===== config.mk =====
export PLATFORM = sky130hd
export DESIGN_NAME = alu_result_capture
export DESIGN_NICKNAME = d
export VERILOG_FILES = /design/src/rtl/alu_pkg.sv /design/src/rtl/alu_skid_fifo2.sv /design/src/rtl/alu_result_capture.sv
export SDC_FILE = /design/constraint.sdc
export NUM_CORES = 1
export LEC_CHECK = 0
export ABC_CLOCK_PERIOD_IN_PS = 2300
export CAP_MARGIN = 40
export CORE_MARGIN = 5
export CORE_UTILIZATION = 35
export DETAILED_ROUTE_END_ITERATION = 8
export PLACE_DENSITY = 0.61
export SLEW_MARGIN = 30
export SYNTH_ARGS = -nofsm -noshare
export SYNTH_HDL_FRONTEND = slang
export SYNTH_HIERARCHICAL = 1
export SYNTH_SLANG_ARGS = --single-unit

===== constraint.sdc =====
create_clock -name clk -period 2.3 [get_ports clk]
set_input_delay 0.46 -clock clk [delete_from_list [all_inputs] [get_ports clk]]
set_output_delay 0.46 -clock clk [all_outputs]
set_load 0.01 [all_outputs]

===== src/rtl/alu_pkg.sv =====
// Shared definitions for the ALU output stage.
//   ALU_W / FLAG_W : data and status-flag widths
//   FLG_*          : bit positions inside the {sign,zero,carry,parity,overflow} flag vector
//   fifo_state_t   : occupancy encoding of the 2-entry skid FIFO
package alu_pkg;
    localparam int ALU_W      = 16;
    localparam int FLAG_W     = 5;

    localparam int FLG_SIGN   = 4;
    localparam int FLG_ZERO   = 3;
    localparam int FLG_CARRY  = 2;
    localparam int FLG_PARITY = 1;
    localparam int FLG_OVF    = 0;

    typedef enum logic [1:0] {
        EMPTY = 2'd0,
        ONE   = 2'd1,
        TWO   = 2'd2
    } fifo_state_t;
endpackage


===== src/rtl/alu_skid_fifo2.sv =====
// Generic 2-entry skid FIFO with valid/ready handshake on both sides.
//   clk, rst        : clock, asynchronous active-high reset
//   in_valid/ready  : write handshake; in_ready is a registered decode of the occupancy
//   in_data         : write payload
//   out_valid/ready : read handshake; out_valid is registered
//   out_data        : oldest stored entry
// The head entry is always held in head_q, so out_data is a plain register
// output and stays stable while the consumer stalls.
module alu_skid_fifo2
    import alu_pkg::*;
#(
    parameter int WIDTH = ALU_W + FLAG_W
) (
    input  logic             clk,
    input  logic             rst,
    input  logic             in_valid,
    output logic             in_ready,
    input  logic [WIDTH-1:0] in_data,
    output logic             out_valid,
    input  logic             out_ready,
    output logic [WIDTH-1:0] out_data
);
    fifo_state_t      state;
    logic [WIDTH-1:0] head_q;
    logic [WIDTH-1:0] tail_q;
    logic             push;
    logic             pop;

    assign push     = in_valid & in_ready;
    assign pop      = out_valid & out_ready;
    assign out_data = head_q;

    // in_ready / out_valid are updated together with the state so that both
    // are pure flops with no path from out_ready.
    always_ff @(posedge clk or posedge rst) begin
        if (rst) begin
            state     <= EMPTY;
            head_q    <= '0;
            tail_q    <= '0;
            in_ready  <= 1'b1;
            out_valid <= 1'b0;
        end else begin
            case (state)
                EMPTY: begin
                    if (push) begin
                        head_q    <= in_data;
                        state     <= ONE;
                        out_valid <= 1'b1;
                    end
                end
                ONE: begin
                    if (push && pop) begin
                        // Head leaves and the new beat takes its place.
                        head_q <= in_data;
                    end else if (push) begin
                        tail_q   <= in_data;
                        state    <= TWO;
                        in_ready <= 1'b0;
                    end else if (pop) begin
                        state     <= EMPTY;
                        out_valid <= 1'b0;
                    end
                end
                TWO: begin
                    if (pop) begin
                        head_q   <= tail_q;
                        state    <= ONE;
                        in_ready <= 1'b1;
                    end
                end
                default: begin
                    state     <= EMPTY;
                    in_ready  <= 1'b1;
                    out_valid <= 1'b0;
                end
            endcase
        end
    end
endmodule


===== src/rtl/alu_result_capture.sv =====
// Registered capture stage behind the combinational 16-bit ALU.
// Buffers {z, flags} in a 2-entry skid FIFO, keeps sticky status flags and a
// saturating count of overflow beats.
// Optional build macro ALU_PARITY_CHECK_EN: checks the parity input against
// ~^z on every accepted beat and raises a sticky parity_err on mismatch;
// without it parity_err is constant 0.
//   clk, rst             : clock, asynchronous active-high reset
//   in_valid/in_ready    : ALU side handshake
//   z, sign..overflow    : ALU result and status flags
//   out_valid/out_ready  : consumer handshake
//   out_data, out_flags  : head entry ({sign,zero,carry,parity,overflow})
//   sticky_flags         : OR of flags of all accepted beats since clear
//   sticky_clr           : synchronous clear of sticky_flags/ovf_count/parity_err
//   ovf_count            : saturating count of accepted overflow beats
//   parity_err           : sticky parity mismatch
module alu_result_capture
    import alu_pkg::*;
#(
    parameter int WIDTH = ALU_W,
    parameter int CNT_W = 8
) (
    input  logic              clk,
    input  logic              rst,
    input  logic              in_valid,
    output logic              in_ready,
    input  logic [WIDTH-1:0]  z,
    input  logic              sign,
    input  logic              zero,
    input  logic              carry,
    input  logic              parity,
    input  logic              overflow,
    output logic              out_valid,
    input  logic              out_ready,
    output logic [WIDTH-1:0]  out_data,
    output logic [FLAG_W-1:0] out_flags,
    output logic [FLAG_W-1:0] sticky_flags,
    input  logic              sticky_clr,
    output logic [CNT_W-1:0]  ovf_count,
    output logic              parity_err
);
    localparam logic [CNT_W-1:0] CNT_MAX = '1;

    logic [FLAG_W-1:0]       flags;
    logic [WIDTH+FLAG_W-1:0] fifo_out;
    logic                    accept;
    logic                    ovf_beat;

    assign flags    = {sign, zero, carry, parity, overflow};
    assign accept   = in_valid & in_ready;
    assign ovf_beat = accept & flags[FLG_OVF];

    alu_skid_fifo2 #(
        .WIDTH (WIDTH + FLAG_W)
    ) u_fifo (
        .clk       (clk),
        .rst       (rst),
        .in_valid  (in_valid),
        .in_ready  (in_ready),
        .in_data   ({z, flags}),
        .out_valid (out_valid),
        .out_ready (out_ready),
        .out_data  (fifo_out)
    );

    assign out_data  = fifo_out[WIDTH+FLAG_W-1:FLAG_W];
    assign out_flags = fifo_out[FLAG_W-1:0];

    // Clear wins first, then the beat accepted in the same cycle is applied.
    always_ff @(posedge clk or posedge rst) begin
        if (rst) begin
            sticky_flags <= '0;
            ovf_count    <= '0;
        end else if (sticky_clr) begin
            sticky_flags <= accept ? flags : '0;
            ovf_count    <= {{(CNT_W-1){1'b0}}, ovf_beat};
        end else begin
            if (accept)
                sticky_flags <= sticky_flags | flags;
            if (ovf_beat && ovf_count != CNT_MAX)
                ovf_count <= ovf_count + 1'b1;
        end
    end

`ifdef ALU_PARITY_CHECK_EN
    logic par_mismatch;

    // parity=1 means z holds an even number of ones, i.e. ~^z.
    assign par_mismatch = accept & ((~^z) != parity);

    always_ff @(posedge clk or posedge rst) begin
        if (rst)
            parity_err <= 1'b0;
        else if (sticky_clr)
            parity_err <= par_mismatch;
        else if (par_mismatch)
            parity_err <= 1'b1;
    end
`else
    assign parity_err = 1'b0;
`endif
endmodule


==> key figures <==
Route
  – Initial DRC count: 37
  – Via density: 4.80
  – Uppermost layer routed: met4
  – Drt first pass iters: 3
  – WL met3: between 200 and 250 um
  – Routed via count: ~1,800
  – Met1 WL: between 2000 and 3000 um
  – DR WL/cell: about 15 um
  – Total routed wirelength: 5890 um
  – DR DRC count: 0
  – DRT antenna net count: 0
  – Met2 Routed Length: 2900 um

Critical path
  – CP bufs+invs: 1
  – Max stage delay cell, worst path: dfstp_2
  – Critical path class: reg2out
  – Critical path launch point type: register
  – Crit-path cells: clkdlybuf4s50_1
  – Worst Path Arrival: ~1.6 ns
  – CP delay by family, top: flip-flops
  – Crit path max fanout: 11
  – Worst endpoint required time: roughly 1.8 ns
  – Biggest cell delay along the critical path: 0.64 ns
  – Crit path capture type: output port

Placement
  – GP Congestion: 0.791
  – IO buf count: just over 60
  – Placed Instances: between 300 and 400
  – Hpwl dp: ~4200 um
  – Area post-placement: between 0.003 and 0.004 mm2

Power
  – Net Sw Frac: between 20% and 30%
  – Seq pwr share: 44.1%
  – Cell Pwr Density: approximately 850 mW/mm2
  – Power Total: about 3.3 mW
  – Gate power share: between 20% and 30%
  – Leakage Power: between 1.5 and 2 nW
  – Int Pwr: between 2 and 2.5 mW
  – Clk pwr share: 28.9%
  – Psw: between 0.8 and 0.9 mW
  – VDD IR max: approximately 0.27 mV

Clock network
  – CTS Buf Count: 9
  – Post-CTS Setup Inserts: 0
  – Clock slew at reported path FFs: around 0.070 ns
  – Clk sinks: 59
  – Clock Tree Root: clkbuf_8
  – Clock Tree Buf Depth: 2
  – Post-CTS resize count: 0
  – Hold-fix buffers, CTS: 0
  – TritonCTS clock tree: done
  – Htree depth: 3
  – Skew-Pair Late Insertion Delay: roughly 0.34 ns

Timing
  – Least-Margin Pin Slew: ~0.5 ns
  – Final hold vios: 0
  – WHS: roughly 0.38 ns
  – Max-Slew Margin vs Limit: between 60% and 70%
  – Max-slew violations: 0
  – Clk_skew: about 0.011 ns
  – RSZ-0062 raised after global routing: no
  – Final Cycle Share: between 80% and 90%
  – # setup viols final: 0
  – TNS Setup: 0 ns
  – Final worst path period need: about 2 ns
  – FMAX: between 400 and 500 MHz

Finish
  – Post-Layout Inst Area: about 0.0039 mm2
  – Final Non-Filler Cells: 384
  – Nets: approximately 300
  – Proportion of layout cells with a drive suffix above 1: between 30% and 40%
  – Number of diodes: 0
  – Area grow syn2layout: 32.6%

Die
  – Chip Width: 101 um
  – Core Box Area: 0.00818 mm2
  – I/O pin cnt: 63
  – Die ar.: between 0.01 and 0.015 mm2
  – Core Rows: 33
  – Initial Util: about 36%
  – DIE HEIGHT: 101 um

Global routing
  – Global-route wire length before repair: 9660 um
  – GR Util All Layers: 12.3%
  – Vias in the first global route: 1,940
  – Largest net degree at the start of global routing: 39
  – Total global routing overflow: 0
  – Initial antenna violation count: 0

Flow run
  – Max-cap violations: 0

Yosys
  – Top cells by count, synth: dfrtp_1, mux2_4, mux2_2, inv_1, o21ai_0
  – EDFF count, synth: 0
  – Synth area leaders: dfrtp_1, mux2_4, mux2_2
  – Total nets after synthesis: 230
  – Mapped cell area: just under 0.003 mm2
  – Sequential area share after synthesis: about 51%
  – Library cells used by synthesis: 42
  – Mean cell area of the mapped netlist: between 10 and 15 um2
  – Post-synth ARST share: 100%
  – Ys flop type: dfrtp_1
  – #FFs+latches synth: between 50 and 60
  – Synth area leader: dfrtp_1
  – Synth Warn #: 6
  – Top-count cell post-synth: dfrtp_1
  – Cells after synthesis: ~200
  – Yosys top cell area share: 49.9%

Status
  – Status: finished, final reports clean

Min path
  – Hold crit path type: in2async
==> per-layer routing <==
layer  vias to the layer above  global-route usage [%]
met4                         0                    5.83
li1                        874                       -
met2                        34                    19.4
met3                        12                    3.86
met5                         -                       0
met1                       925                    15.4
==> state kept, by name, indices dropped and copies added (netlist names) <==
name              count
u_fifo/out_data      21
u_fifo/tail_q        21
ovf_count             8
sticky_flags          5
u_fifo/state          2
u_fifo/in_ready       1
u_fifo/out_valid      1
==> power groups by stage <==
stage / logic, mW / registers, mW / clock network, mW
2_1_floorplan: 0.364 / 1.53 / 0
3_3_place_gp: 0.884 / 1.47 / 0
4_1_cts: 0.906 / 1.46 / 0.985
5_1_grt: 0.944 / 1.49 / 1.03
6_report: 0.889 / 1.45 / 0.951
3_5_place_dp: 0.902 / 1.48 / 0
==> final cells by class <==
class / count / area (um2)
Tap cell: 105 / 131
Fill cell: 743 / 4320
Sequential cell: 59 / 1480
Clock inverter: 6 / 65.1
Multi-Input combinational cell: 126 / 1320
Inverter: 10 / 37.5
Clock buffer: 10 / 138
Timing Repair Buffer: 68 / 688
==> cells by family (layout without fill, tap and decap cells) <==
| family | after synthesis | count (layout) | synth area share [%] |
|---|---|---|---|
| buffers and inverters | 18 | 94 | 3.83 |
| other | 1 | 1 | 0.129 |
| AO/OA/AOI/OAI | 25 | 25 | 7.10 |
| multiplexers | 66 | 66 | 30.3 |
| XOR/XNOR | 1 | 1 | 0.301 |
| AND/OR/NAND/NOR | 32 | 32 | 7.06 |
| adder cells (fa/ha/maj) | 1 | 1 | 0.430 |
| flip-flops | 59 | 59 | 50.8 |
==> cells in the final DEF (no fill, tap or decap), types with 2 or more instances in the layout <==
master,count
a21oi_1,3
mux2i_1,3
mux2_2,25
a31oi_1,2
o21ai_0,8
buf_4,5
nand2_1,6
and3_2,2
clkbuf_8,10
mux2_4,38
nor2_1,5
nor3_1,4
nand3_1,5
buf_12,2
inv_1,9
dfrtp_1,58
clkinv_4,2
clkinv_2,2
nor3_2,2
clkdlybuf4s50_1,61
==> per-stage QoR <==
| stage | setup slack [ns] | util, % |
|---|---|---|
| final | 0.294 | 47.2 |
| after global routing | 0.230 | 47.2 |
| after CTS | 0.266 | 47.2 |
| after detailed placement | 0.128 | 44.7 |
| after floorplan | 0.593 | - |
| after global placement | 0.171 | 44.7 |
==> final timing paths <==
kind,start,slack [ns],depth (start not counted),end
setup / recovery,u_fifo/in_ready,0.29,1,in_ready
hold reg to reg,u_fifo/out_data[0],0.51,1,u_fifo/out_data[0]
hold / removal,rst,0.38,2,u_fifo/out_data[3]
setup reg to reg,u_fifo/state[1],0.50,4,u_fifo/out_data[9]
min in group clk,u_fifo/out_data[0],0.51,1,u_fifo/out_data[0]
max in group asynchronous,rst,1.40,3,u_fifo/in_ready
Note: power is estimated with default switching activity, not from simulation.
